===== src/rtl/fir_pkg.sv =====
// Shared definitions for the streaming FIR filter: width helpers and the
// reference Gaussian coefficient set used when bringing the filter up.
package fir_pkg;

   // Ceiling log2 for sizing address and growth bits (returns 0 for 1).
   function automatic int clog2(input int value);
      int bits;
      int rem;
      bits = 0;
      rem  = value - 1;
      while (rem > 0) begin
         bits = bits + 1;
         rem  = rem >> 1;
      end
      return bits;
   endfunction

   // Accumulator width that holds the full-precision sum of all taps.
   function automatic int acc_width(input int in_w, input int coef_w, input int taps);
      return in_w + coef_w + clog2(taps);
   endfunction

   // Gaussian kernel of the original fixed 8th-order filter (sums to 256).
   localparam int GAUSS_TAPS = 9;
   localparam int GAUSS_COEF [GAUSS_TAPS] = '{7, 17, 32, 46, 52, 46, 32, 17, 7};

endpackage


===== src/rtl/fir_stream_if.sv =====
// Sample stream bundle: input handshake from the source and output handshake
// to the consumer. The filter uses the slave view, the source/sink the master.
interface fir_stream_if #(
   parameter int IN_W  = 16,
   parameter int OUT_W = 16
);
   logic                    in_valid;
   logic                    in_ready;
   logic signed [IN_W-1:0]  Data_in;
   logic                    out_valid;
   logic                    out_ready;
   logic signed [OUT_W-1:0] Data_out;

   modport master (
      output in_valid, Data_in, out_ready,
      input  in_ready, out_valid, Data_out
   );

   modport slave (
      input  in_valid, Data_in, out_ready,
      output in_ready, out_valid, Data_out
   );
endinterface


===== src/rtl/fir_adder_tree.sv =====
// Combinational signed sum of all registered tap products. Written as a
// reduction loop; synthesis balances it into a tree.
module fir_adder_tree #(
   parameter int TAPS  = 9,
   parameter int ACC_W = 36
) (
   input  logic signed [ACC_W-1:0] prods [TAPS],
   output logic signed [ACC_W-1:0] sum
);

   // Accumulate every product at full accumulator precision.
   always_comb begin
      sum = '0;
      for (int i = 0; i < TAPS; i++) begin
         sum = sum + prods[i];
      end
   end

endmodule


===== src/rtl/fir_stream.sv =====
// Parametrised streaming FIR with run-time writable coefficients, a
// valid/ready handshake on both sides, a two-stage multiply/sum pipeline
// and a synchronous flush.
// Optional feature: define FIR_SAT_EN to saturate the output to the OUT_W
// signed range and expose a sticky sat_flag; otherwise the output wraps.
module fir_stream
   import fir_pkg::*;
#(
   parameter int TAPS   = 9,
   parameter int IN_W   = 16,
   parameter int COEF_W = 16,
   parameter int OUT_W  = 16,
   parameter int SHIFT  = 0
) (
   input  logic                      clk,
   input  logic                      Reset_n,
   input  logic                      Flush,
   input  logic                      coef_wr,
   input  logic [clog2(TAPS)-1:0]    coef_addr,
   input  logic signed [COEF_W-1:0]  coef_data,
   fir_stream_if.slave               bus
`ifdef FIR_SAT_EN
   ,
   output logic                      sat_flag
`endif
);

   localparam int ACC_W = acc_width(IN_W, COEF_W, TAPS);

   logic signed [IN_W-1:0]   line  [TAPS];
   logic signed [COEF_W-1:0] coef  [TAPS];
   logic signed [ACC_W-1:0]  prod  [TAPS];
   logic signed [ACC_W-1:0]  sum;
   logic signed [ACC_W-1:0]  acc;
   logic                     v0;
   logic                     v1;
   logic                     acc_valid;
   logic                     en;
   logic                     accept;

   // The whole pipeline advances unless a held result is waiting on the consumer.
   assign en           = !acc_valid || bus.out_ready;
   assign bus.in_ready = en && !Flush && Reset_n;
   assign accept       = bus.in_valid && bus.in_ready;
   assign bus.out_valid = acc_valid;

   // Delay line: newest sample enters slot 0 only when a sample is accepted.
   always_ff @(posedge clk or negedge Reset_n) begin
      if (!Reset_n) begin
         for (int i = 0; i < TAPS; i++) line[i] <= '0;
      end else if (Flush) begin
         for (int i = 0; i < TAPS; i++) line[i] <= '0;
      end else if (accept) begin
         for (int i = TAPS - 1; i > 0; i--) line[i] <= line[i-1];
         line[0] <= bus.Data_in;
      end
   end

   // Coefficient bank: written at any time, out-of-range addresses ignored, kept across flush.
   always_ff @(posedge clk or negedge Reset_n) begin
      if (!Reset_n) begin
         for (int i = 0; i < TAPS; i++) coef[i] <= '0;
      end else if (coef_wr && (int'(coef_addr) < TAPS)) begin
         coef[coef_addr] <= coef_data;
      end
   end

   // Stage 1: register all tap products; v0 marks that the line holds a fresh sample.
   always_ff @(posedge clk or negedge Reset_n) begin
      if (!Reset_n) begin
         for (int i = 0; i < TAPS; i++) prod[i] <= '0;
         v0 <= 1'b0;
         v1 <= 1'b0;
      end else if (Flush) begin
         for (int i = 0; i < TAPS; i++) prod[i] <= '0;
         v0 <= 1'b0;
         v1 <= 1'b0;
      end else if (en) begin
         for (int i = 0; i < TAPS; i++) prod[i] <= ACC_W'(line[i]) * ACC_W'(coef[i]);
         v0 <= accept;
         v1 <= v0;
      end
   end

   fir_adder_tree #(
      .TAPS  (TAPS),
      .ACC_W (ACC_W)
   ) u_tree (
      .prods (prod),
      .sum   (sum)
   );

   // Stage 2: accumulator register holds the filtered sample until the consumer takes it.
   always_ff @(posedge clk or negedge Reset_n) begin
      if (!Reset_n) begin
         acc       <= '0;
         acc_valid <= 1'b0;
      end else if (Flush) begin
         acc       <= '0;
         acc_valid <= 1'b0;
      end else if (en) begin
         acc       <= sum;
         acc_valid <= v1;
      end
   end

`ifdef FIR_SAT_EN
   // True when the value is representable in OUT_W signed bits.
   function automatic logic fits(input logic signed [ACC_W-1:0] value);
      logic signed [OUT_W-1:0] low;
      low = value[OUT_W-1:0];
      return ACC_W'(low) == value;
   endfunction

   // Clamp to the OUT_W signed range.
   function automatic logic signed [OUT_W-1:0] clamp(input logic signed [ACC_W-1:0] value);
      if (fits(value)) return value[OUT_W-1:0];
      else if (value[ACC_W-1]) return {1'b1, {(OUT_W-1){1'b0}}};
      else return {1'b0, {(OUT_W-1){1'b1}}};
   endfunction

   assign bus.Data_out = clamp(acc >>> SHIFT);

   // Sticky flag raised when a valid result entering the output register saturates.
   always_ff @(posedge clk or negedge Reset_n) begin
      if (!Reset_n) begin
         sat_flag <= 1'b0;
      end else if (Flush) begin
         sat_flag <= 1'b0;
      end else if (en && v1 && !fits(sum >>> SHIFT)) begin
         sat_flag <= 1'b1;
      end
   end
`else
   assign bus.Data_out = OUT_W'(acc >>> SHIFT);
`endif

endmodule


===== src/flat_wrapper.sv =====
// flat-port wrapper written by rule: the top's interface ports become plain ports
module fir_stream_flat import fir_pkg::*;
#(
   parameter int TAPS   = 9,
   parameter int IN_W   = 16,
   parameter int COEF_W = 16,
   parameter int OUT_W  = 16,
   parameter int SHIFT  = 0
)
  (clk, Reset_n, Flush, coef_wr, coef_addr, coef_data, bus_in_valid, bus_Data_in, bus_out_ready, bus_in_ready, bus_out_valid, bus_Data_out);
  fir_stream_if #(.IN_W(IN_W), .OUT_W(OUT_W)) bus_i ();
  input  logic clk;
  input  logic Reset_n;
  input  logic Flush;
  input  logic coef_wr;
  input  logic [clog2(TAPS)-1:0] coef_addr;
  input  logic signed [COEF_W-1:0] coef_data;
  input wire logic [$bits(bus_i.in_valid)-1:0] bus_in_valid;
  input wire logic [$bits(bus_i.Data_in)-1:0] bus_Data_in;
  input wire logic [$bits(bus_i.out_ready)-1:0] bus_out_ready;
  output wire logic [$bits(bus_i.in_ready)-1:0] bus_in_ready;
  output wire logic [$bits(bus_i.out_valid)-1:0] bus_out_valid;
  output wire logic [$bits(bus_i.Data_out)-1:0] bus_Data_out;
  assign bus_i.in_valid = bus_in_valid;
  assign bus_i.Data_in = bus_Data_in;
  assign bus_i.out_ready = bus_out_ready;
  assign bus_in_ready = bus_i.in_ready;
  assign bus_out_valid = bus_i.out_valid;
  assign bus_Data_out = bus_i.Data_out;
  fir_stream #(.TAPS(TAPS), .IN_W(IN_W), .COEF_W(COEF_W), .OUT_W(OUT_W), .SHIFT(SHIFT)) u_core (.clk(clk), .Reset_n(Reset_n), .Flush(Flush), .coef_wr(coef_wr), .coef_addr(coef_addr), .coef_data(coef_data), .bus(bus_i));
endmodule

===== config.mk =====
export PLATFORM = sky130hd
export DESIGN_NAME = fir_stream_flat
export DESIGN_NICKNAME = d
export VERILOG_FILES = /design/src/rtl/fir_pkg.sv /design/src/rtl/fir_stream_if.sv /design/src/rtl/fir_adder_tree.sv /design/src/rtl/fir_stream.sv /design/src/flat_wrapper.sv
export SDC_FILE = /design/constraint.sdc
export NUM_CORES = 2
export LEC_CHECK = 0
export ABC_AREA = 1
export CAP_MARGIN = 20
export CORE_MARGIN = 2
export CORE_UTILIZATION = 47
export DETAILED_ROUTE_END_ITERATION = 8
export HOLD_SLACK_MARGIN = 0.03
export PLACE_DENSITY = 0.72
export SYNTH_ARGS = -nofsm -noshare
export SYNTH_HDL_FRONTEND = slang
export SYNTH_SLANG_ARGS = --single-unit

===== constraint.sdc =====
create_clock -name clk -period 8.12 [get_ports clk]
set_clock_uncertainty 0.2 [all_clocks]
set_input_delay 1.218 -clock clk [delete_from_list [all_inputs] [get_ports clk]]
set_output_delay 1.218 -clock clk [all_outputs]
set_load 0.005 [all_outputs]

# Word level (Yosys, flattened, before mapping)
# Cells that the tools add are included.
[word_totals] regBits=451 input_bits=42
[op_classes] mux=15 add_sub_neg=8 n_bitwise=1 multipliers=9 magnitude_cmp=3 n_reduce_logical=10
[ops] op="two-way mux 304 bit" n=2
[ops] op="two-way mux 144 bit" n=2
[ops] op="multiplier 16 x 16 -> 32 bit" n=8
[ops] op="bitwise mux 144 bit" n=1
[ops] op="adder 16 bit" n=8
[ops] op="demux 16 bit (select 4 bit)" n=1
[ops] op="two-way mux 16 bit" n=3
[ops] op="multiplier 16 x 16 -> 16 bit" n=1
[ops] op="two-way mux 1 bit" n=6
[ops] op=">= comparator 5 bit, second input constant" n=1
[ops] op="logical AND 1 bit" n=5
[ops] op="less-than comparator 5 x 1 -> 1 bit, second input constant" n=1
[ops] op="NOT 4 -> 5 bit" n=1
[ops] op="less-than comparator 4 bit, second input constant" n=1
[ops] op="nonzero test 2 bit" n=2
[ops] op="zero test 1 bit" n=2
[ops] op="logical OR 1 bit" n=1

# Longest topological paths before layout
[logic_depth] ltp_word=10 depth_mapped=31

# Modules after synthesis
# Synthesis repeated with hierarchy kept, for this count alone.
[unflattened] cells_unflattened=16234 area_unflattened_um2=126362.4
[modules_own_cells] module="fir_stream" area_per_inst_um2=117836.8 cells_per_inst=15205 n_inst=1 seq_area_each_um2=14889.3
[modules_own_cells] module="fir_adder_tree" area_per_inst_um2=8525.7 cells_per_inst=1029 n_inst=1 seq_area_each_um2=0.0

# Least setup slack after synthesis
# No wires, ideal clock.
[synth_path] path_kind="flip-flop to flip-flop" from="register u_core.coef[97] in the netlist's numbering" to="register u_core.prod[231] in the netlist's numbering" stages_incl_launch_ff=23 n_path_buf=2 t_required_ns=7.803 arrival_ns=5.131 setup_slack_ns=2.672 cell_sequence="dfrtp_1 clkbuf_1 clkbuf_1 nand2_1 fa_1 fa_1 fa_1 fa_1 inv_1 fa_1 inv_1 fa_1 inv_1 ha_1 nand2_1 inv_1 nand3_1 or2_2 and3_1 inv_1 nand2_1 nand3_1 nand2_1"
[synth_via] elab_chain_cells=3
[synth_lines] element="start: declaration" line_no="fir_stream.sv:31" text="logic signed [COEF_W-1:0] coef [TAPS];"
[synth_lines] element="start signal: indexed assignment" line_no="fir_stream.sv:64" text="coef[coef_addr] <= coef_data;"
[synth_lines] element="multiplier 16 x 16 -> 32 bit" line_no="fir_stream.sv:79" text="for (int i = 0; i < TAPS; i++) prod[i] <= ACC_W'(line[i]) * ACC_W'(coef[i]);"
[synth_lines] element="two-way mux 304 bit" line_no="fir_stream.sv:78" text="end else if (en) begin"
[synth_lines] element="two-way mux 304 bit" line_no="fir_stream.sv:74" text="end else if (Flush) begin"
[synth_lines] element="end: declaration" line_no="fir_stream.sv:32" text="logic signed [ACC_W-1:0] prod [TAPS];"
# Every way passes these cells. The select of a mux whose other input is x is not followed.
# A chain may end at the register's enable or synchronous reset.

# Worst setup path in the final report
[layout_path] from="register u_core.coef[129] in the netlist's numbering" to="register u_core.prod[303] in the netlist's numbering"
[layout_via] elab_chain_cells=3
[layout_lines] element="multiplier 16 x 16 -> 16 bit" line_no="fir_stream.sv:79"
[layout_lines] element="two-way mux 304 bit" line_no="fir_stream.sv:78"
[layout_lines] element="two-way mux 304 bit" line_no="fir_stream.sv:74"
# Every way passes these cells. The select of a mux whose other input is x is not followed.

==> flow_results.org <==
** Routing
- Final antenna-violating net count :: 0
- Via/cell ratio :: 5.17
- DRT iter0 DRCs :: between 4k and 5k
- Dividing the detail-routed wire length by the instance count gives 17.9 um.
- For this run, the detailed router's first-pass iteration total came to 6.
- The final layout contains routed wiring with a total length of 169 mm.
- The detailed router placed about 49k vias in this run.
- In the routed design, unresolved DRC markers number 0.

** Logic synthesis
- Most frequently used cell type in the post-synthesis netlist :: inv_1
- Portion of synthesized cell area occupied by the leading cell type :: 27.0%
- Sequential elements use between 10% and 20% of the synthesized area.
- Cell count after synthesis :: 7,869
- Ranked by total cell area, the synthesized netlist is headed by fa_1 (27%), dfrtp_1 (19%), inv_1 (14%).
- Count of distinct cell types in the synthesized netlist :: 47
- Largest family of logic cells by synthesized area :: adder cells
- After Yosys synthesis, full adders, half adders and majority gates account for 38.7% of the synthesized area.
- Biggest area consumer among synthesized cells :: fa_1
- Share of the synthesized netlist area taken by xor and xnor gates :: 2.29%
- By count the netlist is led by inv_1 (2,281), nand2_1 (2,089), fa_1 (812).
- In this run, synthesis inferred 0 flip-flops with an integrated enable.
- In the synthesized netlist the async set-or-reset flop fraction comes to 100%.
- After synthesis, the mean cell area works out to ~7.7 um^2.
- Cell area after synthesis :: about 0.060 mm^2
- The synthesized netlist devotes a little over 6% of its cell area to compound gates.
- Top flip-flop cell by instance count after synthesis :: dfrtp_1
- The portion of synthesized area spent on multiplexers is 0%.
- Synth warn :: 0
- After synthesis the netlist holds a flip-flop and latch count of 451.
- Synthesis produced a netlist with a net count of 9,288.
- After Yosys synthesis, and, or, nand and nor cells account for 17.4% of the synthesized area.

** Global routing
- Met2 demand-to-capacity share in global routing :: 42.6%
- The first global-routing pass estimated approximately 270 mm of wire.
- Most Crowded Layer GR :: met2
- Global routing consumed, on the met3 layer, under 10% of the routing resources.
- Congestion Overflow GR :: 0
- The via count of the first global-routing pass is ~50k.
- The number of antenna violations at the first check in global routing came to 11.
- Met1 global-route usage :: 35.4%
- Entering global routing, the biggest net connects 147 pins.
- Overall track demand over capacity in global routing :: about a quarter

** Pwr
- Sw frac :: 36.8%
- VDD sags by at most 157 uV.
- Leak pwr :: between 0.03 and 0.04 uW
- Power density over the cells :: 107 mW/mm^2
- Fraction of power consumed by combinational cells :: 17.6%
- In this run, flip-flops and latches consume ~45% of the power.
- Internal Pwr Total :: between 4000 and 5000 uW
- Power spent charging and discharging nets :: 2510 uW
- The clock network accounts for 37.3% of the total power.

** Worst setup path
- STA classifies the critical path startpoint as a flip-flop.
- Across all register-to-register paths, the minimum setup slack is 2.35 ns.
- The critical path is of the reg2reg type.
- Of all nets on the critical path, the largest fanout is 16.
- Endpoint arrival time on the critical path :: 6.11 ns
- Required arrival time at the worst endpoint :: between 8 and 9 ns
- The worst setup path is captured at a flip-flop.

** Die
- From left edge to right edge, the die measures ~360 um.
- The die is 362 um tall.
- Row count :: 131
- Boundary Pins :: 60
- Core box area :: roughly 0.13 mm^2
- The initial utilization of the core area, before any placement, comes to a little under half.
- The die covers roughly 0.13 mm^2.

** Place
- HPWL after detailed placement :: ~130 mm
- Post-Place Worst Slack :: 2.35 ns
- Routability-driven placement finished with a final weighted congestion of 0.938.
- Cell count after placement :: 9,303
- The count of buffers added on input and output ports is 59.

** STA
- The worst path in the final design needs a cycle of 5.77 ns, including I/O delays and setup.
- Final TNS setup :: 0 ns
- Worst-case headroom to the max-slew limit :: a little over a fifth
- The number of failing hold endpoints at the final stage came to 0.
- Maximum clock rate :: between 150 and 200 MHz
- For the pin with the worst max-slew slack, the measured transition is 1.17 ns.
- The final critical path takes up between 70% and 80% of the cycle.
- Setup-failing EPs final :: 0
- After layout, the worst setup slack is 2.35 ns.
- The final max-slew violation count came to 0.
- Setup repair after global routing left no endpoint under its margin.

** Cells and area
- Of the cells placed in the final design, the portion with a size suffix greater than 1 is under 10%.
- Share of the core filled with cells in the final layout :: 50.0%
- The area growth from synthesis to layout is 5.63%.
- Non-filler instance count after layout :: 9,419
- The net count of the finished layout is 9,117.

** Clocking
- Maximum clock insertion buffer count :: 3
- TritonCTS created 54 clock buffers.
- TritonCTS built the clock tree.
- The H-tree generated during clock tree synthesis spans 2 levels.
- Number of hold-repair buffers added at the cts stage :: 0
- Root Buffer Master :: clkbuf_16
- Setup Buffers After CTS :: 0
- Worst-Skew Late Latency :: 0.67 ns
- Cts repair resizes :: 0
- Clock sink count :: 451
- Clock transition at the registers of the reported paths :: ~0.07 ns

** Min path
- The path class of the tightest hold or removal check is reg2reg.

** Flow run
- Number of maximum-capacitance constraint violations :: 0

** Outcome
- The flow ran to the end, and the final reports show no timing, DRC or antenna violations.
[path summary, 6_finish.rpt]
check | startpoint | to | cells past startpoint
setup / recovery | u_core.coef[129]$_DFFE_PN0P_ | u_core.prod[303]$_DFFE_PN0P_ | 20
hold reg to reg | u_core.acc[13]$_DFFE_PN0P_ | u_core.acc[13]$_DFFE_PN0P_ | 2
max in group asynchronous | Reset_n | u_core.coef[72]$_DFFE_PN0P_ | 3
hold / removal | u_core.acc[13]$_DFFE_PN0P_ | u_core.acc[13]$_DFFE_PN0P_ | 2
setup reg to reg | u_core.coef[129]$_DFFE_PN0P_ | u_core.prod[303]$_DFFE_PN0P_ | 20
min in group asynchronous | Reset_n | u_core.line[12]$_DFFE_PN0P_ | 1
[layout make-up]
class                           instances  area [um^2]
Sequential cell                       451        11300
Timing Repair Buffer                   99          928
Fill cell                           12000        63700
Inverter                             2287         8590
Antenna cell                           13         32.5
Multi-Input combinational cell       4805        38900
Clock inverter                         32          332
Clock buffer                           70         1480
Tap cell                             1662         2080
[registers in the layout (all words and copies together) (netlist names)]
name	count
u_core.v1	1
u_core.prod	144
u_core.acc	16
u_core.v0	1
u_core.line	144
u_core.bus.out_valid	1
u_core.coef	144
[power by group through the flow]
stage | sequential, uW | clock [uW] | combinational, uW
6_report | 3070 | 2540 | 1200
5_1_grt | 3110 | 2670 | 1380
4_1_cts | 3050 | 2580 | 1210
3_5_place_dp | 3090 | 0 | 1200
3_3_place_gp | 3080 | 0 | 1170
2_1_floorplan | 2630 | 0 | 1070
[worst max-delay path: stages (launching register included)]
cell and delay [ns]:
dfrtp_1 0.78, nand2_1 0.21, fa_1 0.56, fa_1 0.57, fa_1 0.44, fa_1 0.54
inv_1 0.05, fa_1 0.49, inv_1 0.05, fa_1 0.48, inv_1 0.05, ha_1 0.34
nand2_1 0.10, inv_1 0.05, nand3_1 0.06, inv_1 0.05, nand3_1 0.06, nand4_1 0.22
nand3b_1 0.24, nand3_1 0.07, nand2_1 0.06
[cell usage in the layout (no fill, tap or decap), types with 36 or more instances in the layout]
cell type and instances:
a21oi_1 207, buf_4 38, clkbuf_16 54, clkdlybuf4s50_1 58, dfrtp_1 451, fa_1 812
ha_1 565, inv_1 2281, nand2_1 2089, nand3_1 260, nand3b_1 36, nor2_1 143
o21ai_0 245, o22ai_1 94, xnor2_1 58, xor2_1 92
[stage by stage]
step	cell area (um^2)	total power, uW	hold WS (ns)
after CTS	63600	6840	0.292
after detailed placement	61800	4290	0.274
after global placement	61800	4250	0.267
after floorplan	60300	3700	0.252
after global routing	63600	7170	0.326
final	63700	6820	0.288
[cells by family after synthesis]
kind of cell    count (synthesis)
xor+xnor                      154
fa+ha+maj                    1377
flops                         451
buf+inv                      2613
compound gates                656
simple gates                 2618
[per-layer routing]
layer  share of wire, %  vias up
met5              0.016        -
met4                3.9        4
met3                8.4      359
met2                 46     1829
met1                 42    23800
li1                   -    22600
Note: power is estimated with default switching activity, not from simulation.
